--- src/rtl/mips_pipe_pkg.sv ---
// mips_pipe_pkg: shared skid-buffer state encoding and select-width helper
package mips_pipe_pkg;
  typedef enum logic [1:0] {EMPTY = 2'd0, ONE = 2'd1, TWO = 2'd2} skid_state_t;
  function automatic int sel_width(input int n);
    return (n <= 2) ? 1 : $clog2(n);
  endfunction
endpackage

--- src/rtl/mux_skid_nb_if.sv ---
// mux_skid_nb_if: handshake bus (in_data/sel/in_valid/in_ready/flush in, out_data/out_valid/out_ready/sel_err out); master = driver side, slave = buffer side
interface mux_skid_nb_if #(parameter int WIDTH = 5, parameter int NUM_IN = 2);
  import mips_pipe_pkg::*;
  localparam int SEL_W = sel_width(NUM_IN);
  logic [NUM_IN*WIDTH-1:0] in_data;
  logic [SEL_W-1:0] sel;
  logic in_valid, in_ready, flush, out_valid, out_ready, sel_err;
  logic [WIDTH-1:0] out_data;
  modport master(output in_data, sel, in_valid, flush, out_ready, input in_ready, out_data, out_valid, sel_err);
  modport slave(input in_data, sel, in_valid, flush, out_ready, output in_ready, out_data, out_valid, sel_err);
endinterface

--- src/rtl/mux_nto1.sv ---
// mux_nto1: combinational NUM_IN:1 WIDTH-bit selector; data/sel in, y out (zero when out of range), bad flags sel >= NUM_IN
module mux_nto1 import mips_pipe_pkg::*; #(
  parameter int WIDTH = 5,
  parameter int NUM_IN = 2,
  localparam int SEL_W = sel_width(NUM_IN)
) (
  input  logic [NUM_IN*WIDTH-1:0] data,
  input  logic [SEL_W-1:0]        sel,
  output logic [WIDTH-1:0]        y,
  output logic                    bad
);
  logic [WIDTH-1:0] slot [NUM_IN];
  for (genvar k = 0; k < NUM_IN; k++) begin : g_slot
    assign slot[k] = data[k*WIDTH +: WIDTH];
  end
  always_comb begin
    bad = int'(sel) >= NUM_IN;
    y = '0;
    for (int i = 0; i < NUM_IN; i++) y = (int'(sel) == i) ? slot[i] : y;
  end
endmodule

--- src/rtl/mux_skid_nb.sv ---
// mux_skid_nb: N:1 select into a two-entry skid buffer; clk, rst_n (sync, active-low), bus.slave carries the valid/ready handshake, flush and sel_err
module mux_skid_nb import mips_pipe_pkg::*; #(
  parameter int WIDTH = 5,
  parameter int NUM_IN = 2
) (
  input logic clk,
  input logic rst_n,
  mux_skid_nb_if.slave bus
);
  skid_state_t state;
  logic [WIDTH-1:0] main_q, skid_q, word;
  logic bad, acc, pop;
  mux_nto1 #(.WIDTH(WIDTH), .NUM_IN(NUM_IN)) u_sel (
    .data(bus.in_data), .sel(bus.sel), .y(word), .bad(bad)
  );
  assign bus.in_ready = state != TWO;
  assign bus.out_valid = state != EMPTY;
  assign bus.out_data = main_q;
  assign acc = bus.in_valid & bus.in_ready;
  assign pop = bus.out_valid & bus.out_ready;
  always_ff @(posedge clk) begin
    if (!rst_n) begin
      state <= EMPTY;
      main_q <= '0;
      skid_q <= '0;
      bus.sel_err <= 1'b0;
    end else if (bus.flush) begin
      state <= EMPTY;
    end else begin
      if (acc && bad) bus.sel_err <= 1'b1;
      case (state)
        EMPTY: if (acc) begin
          state <= ONE;
          main_q <= word;
        end
        ONE: if (acc && !pop) begin
          state <= TWO;
          skid_q <= word;
        end else if (pop && !acc) begin
          state <= EMPTY;
        end else if (acc) begin
          main_q <= word;
        end
        TWO: if (pop) begin
          state <= ONE;
          main_q <= skid_q;
        end
        default: state <= EMPTY;
      endcase
    end
  end
endmodule

--- src/flat_wrapper.sv ---
// flat-port wrapper written by rule: the top's interface ports become plain ports
module mux_skid_nb_flat import mips_pipe_pkg::*;
#(
  parameter int WIDTH = 5,
  parameter int NUM_IN = 2
)
  (clk, rst_n, bus_in_data, bus_sel, bus_in_valid, bus_flush, bus_out_ready, bus_in_ready, bus_out_data, bus_out_valid, bus_sel_err);
  mux_skid_nb_if #(.WIDTH(WIDTH), .NUM_IN(NUM_IN)) bus_i ();
  input logic clk;
  input logic rst_n;
  input wire logic [$bits(bus_i.in_data)-1:0] bus_in_data;
  input wire logic [$bits(bus_i.sel)-1:0] bus_sel;
  input wire logic [$bits(bus_i.in_valid)-1:0] bus_in_valid;
  input wire logic [$bits(bus_i.flush)-1:0] bus_flush;
  input wire logic [$bits(bus_i.out_ready)-1:0] bus_out_ready;
  output wire logic [$bits(bus_i.in_ready)-1:0] bus_in_ready;
  output wire logic [$bits(bus_i.out_data)-1:0] bus_out_data;
  output wire logic [$bits(bus_i.out_valid)-1:0] bus_out_valid;
  output wire logic [$bits(bus_i.sel_err)-1:0] bus_sel_err;
  assign bus_i.in_data = bus_in_data;
  assign bus_i.sel = bus_sel;
  assign bus_i.in_valid = bus_in_valid;
  assign bus_i.flush = bus_flush;
  assign bus_i.out_ready = bus_out_ready;
  assign bus_in_ready = bus_i.in_ready;
  assign bus_out_data = bus_i.out_data;
  assign bus_out_valid = bus_i.out_valid;
  assign bus_sel_err = bus_i.sel_err;
  mux_skid_nb #(.WIDTH(WIDTH), .NUM_IN(NUM_IN)) u_core (.clk(clk), .rst_n(rst_n), .bus(bus_i));
endmodule
--- config.mk ---
export PLATFORM = sky130hd
export DESIGN_NAME = mux_skid_nb_flat
export DESIGN_NICKNAME = d
export VERILOG_FILES = /design/src/rtl/mips_pipe_pkg.sv /design/src/rtl/mux_skid_nb_if.sv /design/src/rtl/mux_nto1.sv /design/src/rtl/mux_skid_nb.sv /design/src/flat_wrapper.sv
export SDC_FILE = /design/constraint.sdc
export NUM_CORES = 1
export LEC_CHECK = 0
export BUFFER_PORTS_ARGS = -buffer_cell sky130_fd_sc_hd__buf_2
export CORE_ASPECT_RATIO = 0.8
export CORE_MARGIN = 2
export CORE_UTILIZATION = 25
export DETAILED_ROUTE_END_ITERATION = 8
export MAX_ROUTING_LAYER = met4
export PLACE_DENSITY_LB_ADDON = 0.2
export SLEW_MARGIN = 20
export SYNTH_ARGS = -nofsm -noshare
export SYNTH_HDL_FRONTEND = slang
export SYNTH_SLANG_ARGS = --single-unit
--- constraint.sdc ---
create_clock -name clk -period 3.7 [get_ports clk]
set_clock_uncertainty 0.15 [all_clocks]
set_input_delay 1.11 -clock clk [delete_from_list [all_inputs] [get_ports clk]]
set_output_delay 1.11 -clock clk [all_outputs]
set_load 0.02 [all_outputs]
==> metrics.md <==
| Metric | Value |
|---|---|
| Status | `finished, final reports clean` |
| Grt ovf | `0` |
| Worst EP arrival | `1320 ps` |
| Root Driver | `clkbuf_4` |
| DRT Pass-1 Iters | `4` |
| Sequential fraction of the synthesis area | `38.9%` |
| Initial DRC Count | `10` |
| Final Setup Violations | `0` |
| Final net count | `107` |
| Final setup TNS | `0 ps` |
| Register area | `240 sq um` |
| Die Span Y | `48.4 um` |
| Synthesized area | `617 sq um` |
| Hold depth | `2` |
| Fraction of layout instances using a drive strength above 1 | `34.4%` |
| First-pass GRT wire length | `2.01 mm` |
| Post-Syn Instances | `68` |
| CTS Hold Buffers Added | `0` |
| Syn Nets | `84` |
| VDD IR max | `0.113 mV` |
| Initial antenna violation count | `0` |
| Largest net degree at the start of global routing | `13` |
| Die ar. | `2880 sq um` |
| Vias in the first global route | `432` |
| Synth Register Bits | `12` |
| Minimum clock period | `2580 ps` |
| Core area | `2400 sq um` |
| Max Clk Rate | `388 MHz` |
| Leak pwr | `0.344 nW` |
| Inserted Clock Buffers | `3` |
| H-tree levels | `1` |
| Routed Antenna Nets | `0` |
| Post-CTS sizing | `0` |
| GRT Total Usage | `9.43%` |
| Avg WL per Cell | `10.8 um` |
| Filler Cells Inserted | `255` |
| Final cycle utilization of the critical path | `69.6%` |
| Reg2reg start | `u_core.state[1]$_SDFFE_PP0P_` |
| Drt via density | `4.55` |
| WP data required | `2440 ps` |
| N_diodes | `0` |
| Crit Reg-Reg Endpoint | `u_core.skid_q[1]$_SDFFE_PN0P_` |
| Clock latency on the worst-skew pair | `270 ps` |
| Worst-path fanout max | `12` |
| Area grow syn2layout | `25.8%` |
| RSZ-0062 raised after global routing | `no` |
| Footprint of the multi-input gates | `352 sq um` |
| HP Class | `flip-flop to flip-flop` |
| Initial Util | `25.7%` |
| Io pins | `24` |
| Pwr Density | `373 nW/um^2` |
| IO Port Bufs | `22` |
| Max-Cap Viols | `0` |
| DRC Markers | `0` |
| Critical path class | `flip-flop to primary output` |
| Std cell rows | `16` |
| Unique masters post-synth | `23` |
| Max clock buf depth | `2` |
| WHS Endpoint | `u_core.bus.out_data[1]$_SDFFE_PN0P_` |
| Gpl congestion | `0.845` |
| Most frequent cells in the layout | `buf_2, nand2_1, dfxtp_1, mux2i_1` |
| Hold_sp | `u_core.bus.out_data[1]$_SDFFE_PN0P_` |
| R2R depth | `4` |
| Avg Cell Area, Syn | `9.07 sq um` |
| Flop-to-flop setup slack | `2250 ps` |
| Postcts setup bufs | `0` |
| WL final | `1.26 mm` |
| Util after Layout | `32.3%` |
| Final Hold Vio Count | `0` |
| Crit end category | `primary output` |
| Final Max Tran Viols | `0` |
| Detailed-route via count | `532` |
| DPL Wire Length | `1.02 mm` |
| Commonest non-fill, non-tap cell in the layout | `buf_2` |
| Clk sinks | `12` |
| CTS clk-pin slew, worst paths | `80 ps` |
| CTS tree | `built` |
| Die Width | `59.5 um` |
| Synth warnings | `0` |
| Critical path launch point type | `flip-flop` |
==> layout make-up <==
class                           count  area share, %
Tap cell                           27           4.35
Clock buffer                        4           4.68
Inverter                            1          0.484
Sequential cell                    12           31.0
Timing Repair Buffer               22           14.2
Multi-Input combinational cell     51           45.3
==> kinds of logic (layout without fill, tap and decap cells) <==
logic type             Yosys count  in the layout  synth area share [%]
flip-flops                      12             12                  38.9
buffers and inverters            5             27                  4.06
other                            1              1                 0.608
multiplexers                    10             10                  16.2
AO/OA/AOI/OAI                   15             15                  18.5
AND/OR/NAND/NOR                 25             25                  21.7
==> how the worst max path moves through the flow <==
stage                                      start                            end  slack, ps
global placement                   bus_out_ready  u_core.skid_q[2]$_SDFFE_PN0P_       1370
global route        u_core.state[0]$_SDFFE_PP0P_                   bus_in_ready       1050
detailed placement                 bus_out_ready  u_core.skid_q[1]$_SDFFE_PN0P_       1360
CTS                 u_core.state[0]$_SDFFE_PP0P_                   bus_in_ready       1120
floorplan                          bus_out_ready  u_core.skid_q[0]$_SDFFE_PN0P_       1600
finish              u_core.state[0]$_SDFFE_PP0P_                   bus_in_ready       1120
==> metal layers <==
metal	share of wire, %	wire length (um)	global-route usage [%]	vias to the layer above
li1	-	-	-	285
met1	52	653	13.8	229
met2	41	522	11.9	14
met3	4.9	62	1.60	4
met4	1.7	21	5.56	0
met5	0	0	-	-
==> Yosys cell counts, drive strengths merged <==
master   instances  area share (%)
nand2           13             7.9
dfxtp           12              39
mux2i           10              16
a211oi           5             6.1
nor2             5             3.0
o211ai           5             6.1
buf              3             2.8
a21oi            2             2.2
nand2b           2             2.4
a2111oi          1             1.4
clkbuf           1            0.61
conb             1            0.61
inv              1            0.61
nand3b           1             1.2
nor2b            1             2.2
nor3             1            0.81
nor3b            1             3.0
o21a             1             1.2
o22a             1             1.4
or2              1             1.0
==> report_power, final <==
part           internal (mW)  switching [mW]  total, mW
Clock                 0.0598          0.0457      0.106
Sequential             0.134         0.00294      0.137
Combinational         0.0213          0.0256     0.0469
Total                  0.215          0.0743      0.289
==> critical path: stages, from the launching register on <==
cell and delay (ps):
dfxtp_1 420, nand2b_1 380, buf_2 240
==> stage by stage <==
step	setup WS [ps]	power [mW]	cell area [sq um]	std cells	hold slack (ps)
detailed placement	1360	0.187	739	113	298
finish	1120	0.289	776	117	306
floorplan	1600	0.171	617	68	328
global route	1050	0.305	776	117	316
CTS	1120	0.294	776	117	309
global placement	1370	0.187	739	113	293
==> sequential cells by signal, indices dropped and copies added, names as in the netlist <==
register	cells
u_core.bus.out_data	5
u_core.state	2
u_core.skid_q	5
Note: power is estimated with default switching activity, not from simulation.
